==> config.mk <==
export PLATFORM = sky130hd
export DESIGN_NAME = dram_6sig_burst_seq_flat
export DESIGN_NICKNAME = d
export VERILOG_FILES = /design/src/rtl/dram_6sig_burst_seq_if.sv /design/src/rtl/dram_6sig_burst_seq.sv /design/src/flat_wrapper.sv
export SDC_FILE = /design/constraint.sdc
export NUM_CORES = 1
export LEC_CHECK = 0
export ABC_AREA = 1
export ABC_CLOCK_PERIOD_IN_PS = 1500
export CORE_MARGIN = 1
export CORE_UTILIZATION = 45
export CTS_CLUSTER_SIZE = 8
export DETAILED_ROUTE_END_ITERATION = 10
export GPL_TIMING_DRIVEN = 0
export PLACE_DENSITY = 0.84
export SETUP_SLACK_MARGIN = 0.2
export SYNTH_ARGS = -nofsm -noshare
export SYNTH_HDL_FRONTEND = slang
export SYNTH_SLANG_ARGS = --single-unit
==> constraint.sdc <==
create_clock -name rclk -period 1.5 [get_ports rclk]
set_clock_uncertainty 0.05 [all_clocks]
set_input_delay 0.3 -clock rclk [delete_from_list [all_inputs] [get_ports rclk]]
set_output_delay 0.3 -clock rclk [all_outputs]
set_load 0.01 [all_outputs]
==> src/rtl/dram_6sig_burst_seq_if.sv <==
// Command handshake, latency config and pad-control bundle
// between the channel scheduler and the byte-lane sequencer.
interface dram_6sig_burst_seq_if;
  logic [2:0] cfg_cas_lat;
  logic [2:0] cfg_wr_lat;
  logic       burst_length_four;
  logic       cmd_valid;
  logic       cmd_rd;
  logic       cmd_ready;
  logic       dram_io_drive_enable;
  logic       dram_io_drive_data;
  logic       dram_io_pad_enable;
  logic       dqs_read;
  logic [1:0] pad_pos_cnt;
  logic [1:0] pad_neg_cnt;
  logic       wr_data_req;
  logic       rd_data_vld;
  logic       busy;

  modport master (
    output cfg_cas_lat,
    output cfg_wr_lat,
    output burst_length_four,
    output cmd_valid,
    output cmd_rd,
    input  cmd_ready,
    input  dram_io_drive_enable,
    input  dram_io_drive_data,
    input  dram_io_pad_enable,
    input  dqs_read,
    input  pad_pos_cnt,
    input  pad_neg_cnt,
    input  wr_data_req,
    input  rd_data_vld,
    input  busy
  );

  modport slave (
    input  cfg_cas_lat,
    input  cfg_wr_lat,
    input  burst_length_four,
    input  cmd_valid,
    input  cmd_rd,
    output cmd_ready,
    output dram_io_drive_enable,
    output dram_io_drive_data,
    output dram_io_pad_enable,
    output dqs_read,
    output pad_pos_cnt,
    output pad_neg_cnt,
    output wr_data_req,
    output rd_data_vld,
    output busy
  );
endinterface

==> src/rtl/dram_6sig_burst_seq.sv <==
// Per-byte-lane DDR burst sequencer: preamble, burst and
// postamble pad controls at the latched, clamped latency.
module dram_6sig_burst_seq #(
  parameter int CL_MIN     = 2,
  parameter int WL_MIN     = 1,
  parameter int RD_VLD_DLY = 2
) (
  input logic                  rclk,
  input logic                  rst,
  dram_6sig_burst_seq_if.slave bus
);

  typedef enum logic [2:0] {
    IDLE,
    WAIT,
    PRE,
    BURST,
    POST
  } state_e;

  localparam logic [2:0] CL_MIN_W = 3'(CL_MIN);
  localparam logic [2:0] WL_MIN_W = 3'(WL_MIN);

  state_e     state_q, state_d;
  logic [2:0] cnt_q, cnt_d;
  logic       rd_q, rd_d;
  logic       bl4_q, bl4_d;
  logic [1:0] pos_q, neg_q;
  logic [RD_VLD_DLY-1:0] vld_q;
  logic [RD_VLD_DLY:0]   vld_sh;

  logic [2:0] cas_lat;
  logic [2:0] wr_lat;
  logic [2:0] lat;
  logic       de, dd, wrq, pe, dqs;

  assign cas_lat = (bus.cfg_cas_lat < CL_MIN_W)
                 ? CL_MIN_W : bus.cfg_cas_lat;
  assign wr_lat  = (bus.cfg_wr_lat < WL_MIN_W)
                 ? WL_MIN_W : bus.cfg_wr_lat;
  assign lat     = bus.cmd_rd ? cas_lat : wr_lat;

  always_comb begin
    state_d = state_q;
    cnt_d   = cnt_q;
    rd_d    = rd_q;
    bl4_d   = bl4_q;
    de      = 1'b0;
    dd      = 1'b0;
    wrq     = 1'b0;
    pe      = 1'b0;
    dqs     = 1'b0;
    unique case (state_q)
      IDLE: begin
        if (bus.cmd_valid) begin
          rd_d  = bus.cmd_rd;
          bl4_d = bus.burst_length_four;
          if (lat > 3'd1) begin
            state_d = WAIT;
            cnt_d   = lat - 3'd2;
          end else begin
            state_d = PRE;
          end
        end
      end
      WAIT: begin
        if (cnt_q == 3'd0) state_d = PRE;
        else cnt_d = cnt_q - 3'd1;
      end
      PRE: begin
        state_d = BURST;
        cnt_d   = bl4_q ? 3'd1 : 3'd3;
        de      = ~rd_q;
        wrq     = ~rd_q;
        pe      = rd_q;
      end
      BURST: begin
        de  = ~rd_q;
        dd  = ~rd_q;
        // last burst cycle has no beat-pair left to fetch
        wrq = ~rd_q & (cnt_q != 3'd0);
        pe  = rd_q;
        dqs = rd_q;
        if (cnt_q == 3'd0) state_d = POST;
        else cnt_d = cnt_q - 3'd1;
      end
      POST: begin
        state_d = IDLE;
        de      = ~rd_q;
        pe      = rd_q;
      end
      default: state_d = IDLE;
    endcase
  end

  always_ff @(posedge rclk) begin
    if (rst) begin
      state_q <= IDLE;
      cnt_q   <= '0;
      rd_q    <= 1'b0;
      bl4_q   <= 1'b0;
    end else begin
      state_q <= state_d;
      cnt_q   <= cnt_d;
      rd_q    <= rd_d;
      bl4_q   <= bl4_d;
    end
  end

  always_ff @(posedge rclk) begin
    if (rst) begin
      pos_q <= '0;
      neg_q <= '0;
    end else if (dqs) begin
      pos_q <= pos_q + 2'd1;
      neg_q <= pos_q;
    end
  end

  assign vld_sh = {vld_q, dqs};

  always_ff @(posedge rclk) begin
    if (rst) vld_q <= '0;
    else vld_q <= vld_sh[RD_VLD_DLY-1:0];
  end

  assign bus.cmd_ready            = (state_q == IDLE);
  assign bus.busy                 = (state_q != IDLE);
  assign bus.dram_io_drive_enable = de;
  assign bus.dram_io_drive_data   = dd;
  assign bus.dram_io_pad_enable   = pe;
  assign bus.dqs_read             = dqs;
  assign bus.wr_data_req          = wrq;
  assign bus.pad_pos_cnt          = pos_q;
  assign bus.pad_neg_cnt          = neg_q;
  assign bus.rd_data_vld          = vld_q[RD_VLD_DLY-1];

endmodule

==> src/flat_wrapper.sv <==
// flat-port wrapper written by rule: the top's interface ports become plain ports
module dram_6sig_burst_seq_flat 
#(
  parameter int CL_MIN     = 2,
  parameter int WL_MIN     = 1,
  parameter int RD_VLD_DLY = 2
)
  (rclk, rst, bus_cfg_cas_lat, bus_cfg_wr_lat, bus_burst_length_four, bus_cmd_valid, bus_cmd_rd, bus_cmd_ready, bus_dram_io_drive_enable, bus_dram_io_drive_data, bus_dram_io_pad_enable, bus_dqs_read, bus_pad_pos_cnt, bus_pad_neg_cnt, bus_wr_data_req, bus_rd_data_vld, bus_busy);
  dram_6sig_burst_seq_if bus_i ();
  input logic rclk;
  input logic rst;
  input wire logic [$bits(bus_i.cfg_cas_lat)-1:0] bus_cfg_cas_lat;
  input wire logic [$bits(bus_i.cfg_wr_lat)-1:0] bus_cfg_wr_lat;
  input wire logic [$bits(bus_i.burst_length_four)-1:0] bus_burst_length_four;
  input wire logic [$bits(bus_i.cmd_valid)-1:0] bus_cmd_valid;
  input wire logic [$bits(bus_i.cmd_rd)-1:0] bus_cmd_rd;
  output wire logic [$bits(bus_i.cmd_ready)-1:0] bus_cmd_ready;
  output wire logic [$bits(bus_i.dram_io_drive_enable)-1:0] bus_dram_io_drive_enable;
  output wire logic [$bits(bus_i.dram_io_drive_data)-1:0] bus_dram_io_drive_data;
  output wire logic [$bits(bus_i.dram_io_pad_enable)-1:0] bus_dram_io_pad_enable;
  output wire logic [$bits(bus_i.dqs_read)-1:0] bus_dqs_read;
  output wire logic [$bits(bus_i.pad_pos_cnt)-1:0] bus_pad_pos_cnt;
  output wire logic [$bits(bus_i.pad_neg_cnt)-1:0] bus_pad_neg_cnt;
  output wire logic [$bits(bus_i.wr_data_req)-1:0] bus_wr_data_req;
  output wire logic [$bits(bus_i.rd_data_vld)-1:0] bus_rd_data_vld;
  output wire logic [$bits(bus_i.busy)-1:0] bus_busy;
  assign bus_i.cfg_cas_lat = bus_cfg_cas_lat;
  assign bus_i.cfg_wr_lat = bus_cfg_wr_lat;
  assign bus_i.burst_length_four = bus_burst_length_four;
  assign bus_i.cmd_valid = bus_cmd_valid;
  assign bus_i.cmd_rd = bus_cmd_rd;
  assign bus_cmd_ready = bus_i.cmd_ready;
  assign bus_dram_io_drive_enable = bus_i.dram_io_drive_enable;
  assign bus_dram_io_drive_data = bus_i.dram_io_drive_data;
  assign bus_dram_io_pad_enable = bus_i.dram_io_pad_enable;
  assign bus_dqs_read = bus_i.dqs_read;
  assign bus_pad_pos_cnt = bus_i.pad_pos_cnt;
  assign bus_pad_neg_cnt = bus_i.pad_neg_cnt;
  assign bus_wr_data_req = bus_i.wr_data_req;
  assign bus_rd_data_vld = bus_i.rd_data_vld;
  assign bus_busy = bus_i.busy;
  dram_6sig_burst_seq #(.CL_MIN(CL_MIN), .WL_MIN(WL_MIN), .RD_VLD_DLY(RD_VLD_DLY)) u_core (.rclk(rclk), .rst(rst), .bus(bus_i));
endmodule
==> summary.md <==
| Metric | Value |
|---|---|
| Worst Min Path Start | bus_cmd_rd |
| Final Setup Violations | 4 |
| Starting density of the core | 49.8% |
| Yosys reg bits | 14 |
| Reg-to-Reg Start | u_core.state_q[2] |
| Cells after Synth | 115 |
| Vias | approximately 990 |
| Multi-input gate area | approximately 540 um^2 |
| R2R setup slack | 0.09 ns |
| Power, Total | 1.99 mW |
| Worst-path clk slew | 0.10 ns |
| Most frequent cells in the layout | nand2_1 (16), nor2_1 (16), inv_1 (15) |
| Final Cycle Share | 103% |
| MaxCap Viol Count | 0 |
| Sequential cell area | approximately 300 um^2 |
| Status | finished with violations |
| Relative slew slack | 73.4% |
| Mapped Nets | about 130 |
| Setup WS pre-CTS | -0.544 ns |
| Worst Max-Slew Pin Slew | just under 0.4 ns |
| Hold-critical path depth | 3 |
| Largest net degree at the start of global routing | 9 |
| Yosys warnings | 0 |
| Die Ht | 43.5 um |
| Hold Path Class | primary input to flop |
| WP data required | roughly 1.2 ns |
| Synth Cell Area | between 700 and 800 um^2 |
| Startpoint Class | flop |
| Root Buffer | clkbuf_4 |
| Path type of the worst setup path | flop to primary output |
| Antenna violations before repair | 0 |
| CTS Buffer Depth | 2 |
| Cell Area, Placed | around 1000 um^2 |
| Vias/cell | about 5.5 |
| Critical Path Max Stage Delay | 0.33 ns |
| WL final | around 2900 um |
| Initial DRC count | 40 |
| Crit end category | primary output |
| Top Ports | 23 |
| Period minus WS final | between 1.5 and 2 ns |
| Register area share after synthesis | 36.1% |
| CP max-delay cell | dfxtp_2 |
| Fillers | between 70 and 80 |
| Worst-Skew Late Latency | approximately 0.30 ns |
| First-pass iteration count of the detailed router | 7 |
| FF-to-FF End | u_core.cnt_q[1] |
| Global route overflow | 0 |
| DR DRC count | 4 |
| CP bufs+invs | 2 |
| RSZ-0062 raised after global routing | true |
| R2R depth | 9 |
| I/O Buffers | 22 |
| Crit path launch | u_core.cnt_q[0] |
| Drt wl/cell | approximately 16 um |
| Hold Fails Final Rpt | 0 |
| Core Rows | 14 |
| Layout cells sized above 1 | between 40% and 50% |
| GP Congestion | between 0.8 and 0.9 |
| Top delay family on crit path | flip-flops |
| Vias in the first global route | approximately 780 |
| Hold EP | u_core.rd_q |
| Slew Viols, Final | 0 |
| DIE AREA | 1890 um^2 |
| Antenna fix cells | 0 |
| Clk sinks | 14 |
| Leak Pwr | between 0.6 and 0.7 nW |
| Distinct cells, synth | 21 |
| Worst vdd ir | between 1 and 1.5 mV |
| Htree depth | 1 |
| Power Density | between 1000 and 1500 nW/um^2 |
| Critical-path cell list | inv_2, ha_4, nand3_2, and3_1, buf_2 |
| TritonCTS clock tree | done |
| Setup slack after layout | -0.0477 ns |
| Post-route cell area | between 1000 and 1500 um^2 |
| Layout area overhead | 74.5% |
| Mean cell area of the mapped netlist | between 6 and 7 um^2 |
| Num CTS Buffers | 3 |
| Placeable Area | 1560 um^2 |
| Die W | between 40 and 50 um |
| ANT nets after route | 0 |
| Violated checks | design-rule violations, negative setup slack |
| Crit path DAT | about 1.2 ns |
| First-pass GRT wire length | between 3000 and 4000 um |
| Achievable Freq | roughly 650 MHz |
| Max FO, Critical Path | 2 |
| Hpwl dp | around 1300 um |
| Hold-fix buffers, CTS | 0 |
| Final nets | about 180 |
| Total track usage | between 20% and 30% |
## where the power goes
part           internal (mW)  switching [mW]  leakage [nW]
Clock                  0.148           0.139        0.0210
Combinational          0.549           0.630         0.540
Sequential             0.451          0.0707         0.118
Total                   1.15           0.840         0.679
## Yosys cell counts
master / instances / area [um^2]
nor3_1: 1 / 5.00
a21boi_0: 1 / 7.51
nand2_1: 20 / 75.1
a21oi_2: 1 / 8.76
or2_2: 1 / 6.26
and3_1: 1 / 6.26
o21ai_1: 1 / 5.00
nand2_4: 2 / 22.5
nor2_2: 1 / 6.26
nor2_8: 1 / 20.0
ha_1: 3 / 37.5
a21oi_1: 8 / 40.0
nand4_1: 1 / 6.26
nor2_1: 21 / 78.8
dfxtp_1: 14 / 280
nand2_2: 1 / 6.26
inv_2: 3 / 11.3
inv_1: 19 / 71.3
nor2_4: 1 / 11.3
nand3_1: 5 / 25.0
o21ai_0: 9 / 45.0
## layout make-up
class                      instances  area share, %
multi-input combinational         79           39.6
timing repair buffer              43           27.9
sequential                        14           21.8
inverter                          22           6.47
clock buffer                       4           2.68
tap                               16           1.48
## layer usage
metal | vias up | share of wire, % | global-route usage, %
li1 | 450 | - | -
met2 | 56 | 53 | 43.3
met3 | 10 | 6.6 | 6.25
met4 | 0 | 2.8 | 7.50
met5 | - | 0 | 0
met1 | 470 | 38 | 27.6
## state kept, by name, indices dropped and copies added (netlist names)
signal / flops
u_core.bus.pad_pos_cnt: 2
u_core.bl4_q: 1
u_core.rd_q: 1
u_core.bus.pad_neg_cnt: 2
u_core.state_q: 3
u_core.vld_q: 2
u_core.cnt_q: 3
## cells by family (layout without fill, tap and decap cells)
| group | after synthesis | after routing | synth area share (%) |
|---|---|---|---|
| AOI/OAI and AO/OA | 20 | 20 | 13.7 |
| adders and majority gates | 3 | 3 | 4.84 |
| buffers and inverters | 22 | 69 | 10.6 |
| DFF | 14 | 14 | 36.1 |
| and+or+nand+nor | 56 | 56 | 34.7 |
## how the worst max path moves through the flow
stage	end	slack [ns]	cells past startpoint
2_1_floorplan	u_core.cnt_q[1]	0.23	8
5_1_grt	bus_wr_data_req	-0.08	5
3_3_place_gp	u_core.cnt_q[1]	-0.50	11
6_report	bus_wr_data_req	-0.05	5
4_1_cts	bus_wr_data_req	-0.01	5
3_5_place_dp	u_core.cnt_q[1]	-0.54	11
## what timing repair did
| item | 4_1_cts | 5_1_grt |
|---|---|---|
| endpoints found under the hold margin | 0 | 0 |
| setup endpoints to repair | 17 | 15 |
| pin swaps | 13 | 13 |
| setup buffers | 12 | 9 |
| resized for setup | 81 | 24 |
## per-stage QoR
stage               cells  hold slack [ns]  setup TNS, ns  utilization [%]
floorplan             115            0.319              0                -
global placement      153            0.339          -2.92             65.2
detailed placement    153            0.354          -3.20             65.2
CTS                   169            0.327       -0.00988             77.3
global route          178            0.296         -0.255             86.8
finish                178            0.297         -0.111             86.8
## worst min-delay path: cells and delay by family
kind / cells / cell delay (ns)
AO/OA/AOI/OAI: 2 / 0.16
buffers and inverters: 1 / 0.14
No activity file was read; power rests on OpenSTA's default activity.
